==> src/rtl/tap_mult_scheduler.sv <==
// Purpose : round-robin arbiter time-sharing one mult_out tree among NUM_CH tap-delay-line channels.
// Latency : grant -> res_valid/ack after MULT_LAT+1 enabled edges; one result per MULT_LAT+1 cycles.
// Backpr. : clk_enable=0 freezes everything (ack/res_valid forced low); req is held until ack.
//
// Ports:
//   clk, reset (async active-low), clk_enable (global advance enable)
//   req[NUM_CH]          level requests, held by the channel until its ack
//   ack[NUM_CH]          one-cycle pulse to the channel whose result was captured (its shift enable)
//   sel, sel_valid       tapsum mux select of the current winner and its liveness
//   mult_filter_out      result from the shared tree, MULT_LAT cycles after sel changes
//   res_data, res_ch     captured result and the channel it belongs to
//   res_valid            one-cycle pulse qualifying res_data/res_ch
//   busy                 an operation is in flight
module tap_mult_scheduler #(
    parameter int NUM_CH   = 6,
    parameter int CH_W     = 3,
    parameter int DATA_W   = 10,
    parameter int MULT_LAT = 0
) (
    input  logic              clk,
    input  logic              reset,
    input  logic              clk_enable,
    input  logic [NUM_CH-1:0] req,
    output logic [NUM_CH-1:0] ack,
    output logic [CH_W-1:0]   sel,
    output logic              sel_valid,
    input  logic [DATA_W-1:0] mult_filter_out,
    output logic [DATA_W-1:0] res_data,
    output logic [CH_W-1:0]   res_ch,
    output logic              res_valid,
    output logic              busy
);

    typedef enum logic {IDLE = 1'b0, RUN = 1'b1} state_t;

    state_t            state, state_d;
    logic [2:0]        cnt;
    logic [CH_W-1:0]   rr_ptr;
    logic [CH_W-1:0]   winner;
    logic [NUM_CH-1:0] sel_oh;
    logic [NUM_CH-1:0] elig;
    logic              any_elig;
    logic              capture;
    logic              grant;

    assign sel_oh = NUM_CH'(1) << sel;

    // The result due this edge must count as already served, otherwise a
    // channel whose req is still up would be regranted the same slot it just got.
    // A channel seeing its ack high is likewise on its way down and ignored.
    always_comb begin
        elig = req & ~ack;
        if (state == RUN && cnt == 3'(MULT_LAT)) begin
            elig = elig & ~sel_oh;
        end
    end

    // Round-robin search starting just above the last winner, wrapping at NUM_CH-1.
    always_comb begin
        logic [CH_W-1:0] idx;
        winner   = '0;
        any_elig = 1'b0;
        idx      = '0;
        for (int i = 1; i <= NUM_CH; i++) begin
            idx = CH_W'((int'(rr_ptr) + i) % NUM_CH);
            if (!any_elig && elig[idx]) begin
                any_elig = 1'b1;
                winner   = idx;
            end
        end
    end

    // Next-state logic: nothing moves while clk_enable is low.
    always_comb begin
        state_d = state;
        capture = 1'b0;
        grant   = 1'b0;
        if (clk_enable) begin
            case (state)
                IDLE: begin
                    if (any_elig) begin
                        grant   = 1'b1;
                        state_d = RUN;
                    end
                end
                RUN: begin
                    if (cnt == 3'(MULT_LAT)) begin
                        capture = 1'b1;
                        if (any_elig) begin
                            grant = 1'b1;
                        end else begin
                            state_d = IDLE;
                        end
                    end
                end
                default: state_d = IDLE;
            endcase
        end
    end

    always_ff @(posedge clk or negedge reset) begin
        if (!reset) begin
            state <= IDLE;
        end else begin
            state <= state_d;
        end
    end

    always_ff @(posedge clk or negedge reset) begin
        if (!reset) begin
            cnt       <= '0;
            rr_ptr    <= CH_W'(NUM_CH - 1);
            sel       <= '0;
            sel_valid <= 1'b0;
            res_data  <= '0;
            res_ch    <= '0;
            res_valid <= 1'b0;
            ack       <= '0;
        end else begin
            ack       <= '0;
            res_valid <= 1'b0;
            if (capture) begin
                res_data  <= mult_filter_out;
                res_ch    <= sel;
                res_valid <= 1'b1;
                ack       <= sel_oh;
            end
            if (grant) begin
                sel       <= winner;
                sel_valid <= 1'b1;
                rr_ptr    <= winner;
                cnt       <= '0;
            end else if (capture) begin
                // Going idle: sel is left pointing at the last channel.
                sel_valid <= 1'b0;
            end else if (clk_enable && state == RUN) begin
                cnt <= cnt + 3'd1;
            end
        end
    end

    assign busy = (state == RUN);

endmodule
==> config.mk <==
export PLATFORM = sky130hd
export DESIGN_NAME = tap_mult_scheduler
export DESIGN_NICKNAME = d
export VERILOG_FILES = /design/src/rtl/tap_mult_scheduler.sv
export SDC_FILE = /design/constraint.sdc
export NUM_CORES = 1
export LEC_CHECK = 0
export ABC_AREA = 0
export CORE_ASPECT_RATIO = 1.1
export CORE_MARGIN = 10
export CORE_UTILIZATION = 50
export CTS_CLUSTER_DIAMETER = 50
export CTS_CLUSTER_SIZE = 12
export DETAILED_ROUTE_END_ITERATION = 10
export PLACE_DENSITY = 0.77
export SYNTH_ARGS = -nofsm -noshare
export SYNTH_HDL_FRONTEND = slang
export SYNTH_SLANG_ARGS = --single-unit
==> constraint.sdc <==
create_clock -name clk -period 4.54 [get_ports clk]
set_clock_uncertainty 0.2 [all_clocks]
set_input_delay 0.908 -clock clk [delete_from_list [all_inputs] [get_ports clk]]
set_output_delay 0.908 -clock clk [all_outputs]
set_load 0.1 [all_outputs]
==> results_dict.tcl, run 1 <==
set metrics [dict create \
    cts-hold-fix-buffers 0 \
    maxCapViolCount 0 \
    yosys_warnings 0 \
    synth_edf_count 0 \
    worstHoldPathType "register to register" \
    fin_ws_ns 0.558 \
    startpoint_type "register" \
    async_flop_share 1.00 \
    grt_usage 0.154 \
    grt_max_degree 31 \
    hold_viol 0 \
    route.vias.total 2043 \
    min_to "sel_valid" \
    finalCritPeriodShare 0.877 \
    dp.cells 342 \
    r2r_cells 13 \
    dieArea_sq_um 8100 \
    die_w_microns 86.7 \
    overflow 0 \
    via_per_inst 5.85 \
    drt.antenna.violating_nets 0 \
    critPathCaptureType "register" \
    crit_fanout 17 \
    regToRegEndpoint "sel[2]" \
    antenna_found_initial 0 \
    ys_ff_latch 30 \
    cp.required_ns 4.49 \
    clock-sinks 30 \
    ys_seq_area_frac 0.307 \
    n_fill_cell 401 \
    place_area_sq_um 2860 \
    fp.coreArea_sq_um 4680 \
    slew_headroom 0.322 \
    finalNonFillerCells 349 \
    antenna_cells 0 \
    insertion_delay_ns 0.28 \
    drc 0 \
    cts-htree-levels 2 \
    rows 26 \
    seq_area_sq_um 753 \
    multi_input_area_sq_um 1500 \
    timing.fmax_ghz 0.251 \
    first_pass_iters 4 \
    criticalPathCategory "register to register" \
    place_hpwl_microns 4790 \
    tritoncts "done" \
    wirelength_microns 5970 \
    gp_congestion 0.937 \
    syn_nets 287 \
    tns_ns 0 \
    grt_pass1_wl_microns 10300 \
    synth.avg_cell_area_sq_um 9.72 \
    clkSlewWorstSetupHoldPaths_ns 0.06 \
    min_path_cells 2 \
    io_buffers 43 \
    syn_area_sq_um 2450 \
    final_area_sq_um 2970 \
    finalMaxSlewViolations 0 \
    syn_to_final_growth_pct 21.1 \
    place_ws_ns 0.563 \
    num-nets-final 328 \
    rsz0062_at_grt "false" \
    r2r_slack_ns 0.56 \
    syn_inst 252 \
    clockBufferDepth 2 \
    ys.flop_type "dfrtp_1" \
    period_needed_ns 3.98 \
    wire_per_inst_microns 17.1 \
    root_buffer "clkbuf_8" \
    cts_resized 0 \
    num_io_pins 44 \
    postCtsSetupBuffers 0 \
    ys_types 68 \
    status "finished, final reports clean" \
    fp.dieH_microns 93.4 \
    grt_pass1_vias 2154 \
    start_util 0.523 \
    cts_buffers 5 \
    worst_ep_arrival_time_ns 3.93 \
    rr_startpoint "sel[1]" \
    tightestPinTransition_ns 1.01 \
    hp-start "sel_valid" \
    setup_violations 0 \
    drive_gt1_frac 0.195 \
    drt_iter0_drc 86 \
]
==> layout make-up <==
class / count / share of cell area
Tap cell: 56 / 0.0236
Timing Repair Buffer: 46 / 0.153
Inverter: 20 / 0.0253
Multi-Input combinational cell: 190 / 0.507
Sequential cell: 30 / 0.254
Clock buffer: 6 / 0.0278
Clock inverter: 1 / 0.0101
==> worst max path at each step <==
stage | from | end | slack (ns) | cells past startpoint
global route | sel[1] | sel[2] | 0.21 | 13
global placement | sel[1] | sel[2] | 0.63 | 13
CTS | sel[1] | sel[2] | 0.55 | 13
floorplan | rr_ptr[2] | sel[0] | 0.96 | 15
finish | sel[1] | sel[2] | 0.56 | 13
detailed placement | sel[1] | sel[2] | 0.56 | 13
==> worst max-delay path: stages (launching register included) <==
cell and delay (ns):
dfrtp_1 0.71, inv_1 0.31, ha_1 0.35, a21oi_2 0.24
inv_1 0.10, ha_1 0.29, nand3b_1 0.19, a22o_1 0.25
a21oi_1 0.24, mux2_2 0.42, nand2_1 0.11, o21ba_2 0.16
o211ai_1 0.22, nand2_1 0.07
==> synth_stat cells (2+ instances only) <==
master | count | area [sq um]
a22oi_1 | 3 | 22.5
mux2i_1 | 3 | 30.0
o21ai_4 | 2 | 32.5
a31oi_1 | 8 | 50.1
nand3_1 | 4 | 20.0
inv_2 | 2 | 7.51
a21o_1 | 3 | 22.5
nor3_1 | 6 | 30.0
xnor2_1 | 3 | 26.3
and3_2 | 2 | 15.0
o211ai_1 | 6 | 45.0
buf_2 | 3 | 15.0
clkbuf_8 | 5 | 68.8
buf_6 | 2 | 22.5
and3b_1 | 2 | 17.5
a21oi_1 | 8 | 40.0
nor2_1 | 16 | 60.1
ha_1 | 16 | 200
nor3b_1 | 2 | 15.0
mux2_2 | 14 | 158
o21ai_0 | 9 | 45.0
a21oi_2 | 2 | 17.5
nor2b_1 | 2 | 12.5
nand3b_1 | 5 | 37.5
a211oi_1 | 3 | 22.5
a211oi_2 | 3 | 37.5
inv_1 | 18 | 67.6
xnor2_2 | 3 | 48.8
dfstp_2 | 2 | 52.6
dfrtp_1 | 28 | 701
o31ai_1 | 4 | 30.0
a22o_1 | 3 | 26.3
nand2b_1 | 4 | 25.0
nand2_1 | 22 | 82.6
==> cell families after synthesis <==
family	after synthesis	synth area share
AOI/OAI and AO/OA	66	0.211
xor gates and xnor gates	6	0.0306
adders and majority gates	16	0.0817
buffers and inverters	32	0.0786
DFF	30	0.307
muxes	18	0.0858
and+or+nand+nor	84	0.204
==> per-stage QoR <==
step,hold WS (ns),utilization
6_report,0.304,0.634
5_1_grt,0.326,0.634
4_1_cts,0.307,0.634
3_5_place_dp,0.290,0.610
3_3_place_gp,0.261,0.610
2_1_floorplan,0.285,-
==> layout by cell type (no fill, tap or decap), types with 5 or more instances in the layout <==
cell type	n
clkbuf_8	6
dfrtp_1	28
nand3b_1	5
ha_1	16
clkdlybuf4s50_1	43
a21oi_1	8
inv_1	18
mux2_2	14
nor2_1	16
o211ai_1	6
nand2_1	22
a31oi_1	8
o21ai_0	9
nor3_1	6
==> metal layers <==
| layer | track usage | vias to the layer above | share of wire |
|---|---|---|---|
| met1 | 0.178 | 982 | 0.41 |
| met2 | 0.264 | 56 | 0.51 |
| met3 | 0.0451 | 9 | 0.062 |
| li1 | - | 996 | - |
| met4 | 0.0500 | 0 | 0.018 |
| met5 | 0 | - | 0 |
==> sequential cells by signal, summed over array words and instances, names as in the netlist <==
register   cells
res_ch         3
rr_ptr         2
res_valid      1
busy           1
res_data      10
ack            6
sel_valid      1
sel            3
cnt            3
Power of run 1 is left out: the tool's default activity adds up to more than one toggle a clock period on the data nets, which glitch-free logic cannot reach.
==> inputs of run 2 (changes only) <==
Clock period 4.54 ns to 4.6 ns, I/O delays scaled along.
==> results_dict.tcl, run 2 (synthesis results as in run 1) <==
set metrics [dict create \
    place_hpwl_microns 4780 \
    crit_slowest_cell "dfrtp_1" \
    setup_violations 0 \
    status "finished, final reports clean" \
    clockBufferDepth 2 \
    tns_ns 0 \
    num-nets-final 328 \
    seq_area_sq_um 753 \
    drive_gt1_frac 0.197 \
    antenna_cells 0 \
    fp.coreArea_sq_um 4680 \
    crit_fanout 17 \
    maxCapViolCount 0 \
    grt_pass1_wl_microns 10300 \
    multi_input_area_sq_um 1500 \
    root_buffer "clkbuf_8" \
    grt_usage 0.156 \
    antenna_found_initial 0 \
    start_util 0.523 \
    rsz0062_at_grt "false" \
    clock-sinks 30 \
    wirelength_microns 6120 \
    worstHoldPathType "register to register" \
    dieArea_sq_um 8100 \
    max_stage_delay_ns 0.70 \
    clkSlewWorstSetupHoldPaths_ns 0.07 \
    cp.required_ns 4.56 \
    slew_headroom 0.319 \
    cp_num_buf_inv 2 \
    route.vias.total 2043 \
    tritoncts "done" \
    rows 26 \
    cts_buffers 5 \
    layout_common_cells "clkdlybuf4s50_1, dfrtp_1, nand2_1" \
    drc 0 \
    insertion_delay_ns 0.29 \
    fp.dieH_microns 93.4 \
    top_register "res_data" \
    critPathCaptureType "register" \
    wire_per_inst_microns 17.5 \
    syn_to_final_growth_pct 22.4 \
    die_w_microns 86.7 \
    cts-htree-levels 2 \
    criticalPathCategory "register to register" \
    worst_ep_arrival_time_ns 3.97 \
    hold_viol 0 \
    drt.antenna.violating_nets 0 \
    grt_pass1_vias 2151 \
    cts-hold-fix-buffers 0 \
    drt_iter0_drc 134 \
    n_fill_cell 391 \
    crit_family "compound AO/OA/AOI/OAI gates" \
    overflow 0 \
    largest_reg_flops 10 \
    io_buffers 43 \
    first_pass_iters 4 \
    grt_max_degree 27 \
    crit_chain "inv_1 -> ha_1 -> a21oi_2 -> inv_1 -> ha_1 -> nand3b_1 -> a22o_1 -> a21oi_1 -> mux2_2 -> nand2_1 -> o21ba_2 -> o211ai_1 -> nand2_1" \
    cts_resized 0 \
    timing.fmax_ghz 0.249 \
    via_per_inst 5.84 \
    finalCritPeriodShare 0.872 \
    reg_top3 "res_data (10), ack (6)" \
    gp_congestion 0.899 \
    final_common_cell "clkdlybuf4s50_1" \
    tightestPinTransition_ns 1.02 \
    period_needed_ns 4.01 \
    postCtsSetupBuffers 0 \
    num_io_pins 44 \
    finalMaxSlewViolations 0 \
    startpoint_type "register" \
]
[run 2: cell count changes in the layout (fill, tap and decap cells not counted)]
cell,change
bufinv_16,+1
[run 2: per-layer routing]
layer / vias to the layer above / wire [microns] / track usage
met2: 50 / 3160 / 0.272
met5: - / 0 / 0
met3: 6 / 335 / 0.0408
met4: 0 / 47 / 0.0500
li1: 1001 / - / -
met1: 986 / 2580 / 0.178
[run 2: path summary, 6_finish.rpt]
check                           slack (ns)       from   endpoint  cells after the start
worst max-delay path                  0.59     sel[1]     sel[2]                     13
worst min-delay path                  0.29  res_ch[0]  res_ch[0]                      2
worst max register to register        0.59     sel[1]     sel[2]                     13
worst min register to register        0.29  res_ch[0]  res_ch[0]                      2
max in group asynchronous             2.89      reset  rr_ptr[2]                      2
min in group asynchronous             0.65      reset     ack[2]                      1
[run 2: per-stage QoR]
step                      hold slack [ns]  worst slack (ns)  utilization  instances  cell area [sq um]
after global placement              0.262             0.687        0.610        342               2860
final                               0.293             0.590        0.640        350               3000
after detailed placement            0.282             0.609        0.610        342               2860
after CTS                           0.299             0.576        0.640        350               3000
after global routing                0.328             0.256        0.640        350               3000
after floorplan                     0.285              1.02            -        252               2450
[run 2: area by class of cell]
cell class / count / area share
Clock inverter: 2 / 0.0200
Tap cell: 56 / 0.0234
Multi-Input combinational cell: 190 / 0.502
Timing Repair Buffer: 46 / 0.151
Sequential cell: 30 / 0.251
Clock buffer: 6 / 0.0275
Inverter: 20 / 0.0250
[run 2: worst register-to-register path: cells and delay by family, from the launching register on]
kind	cells	cell delay, ns
AO/OA/AOI/OAI	5	1.11
flip-flops	1	0.70
adder cells (fa/ha/maj)	2	0.65
buffers and inverters	2	0.43
multiplexers	1	0.42
AND/OR/NAND/NOR	3	0.37
Power of run 2 is left out for the same reason.
==> inputs of run 3 (changes only) <==
Settings changed: TNS_END_PERCENT set to 5.
==> results of run 3 <==
Same layout as run 2: the final DEF is identical, and so are final timing and power.
Power of run 3 is left out for the same reason.
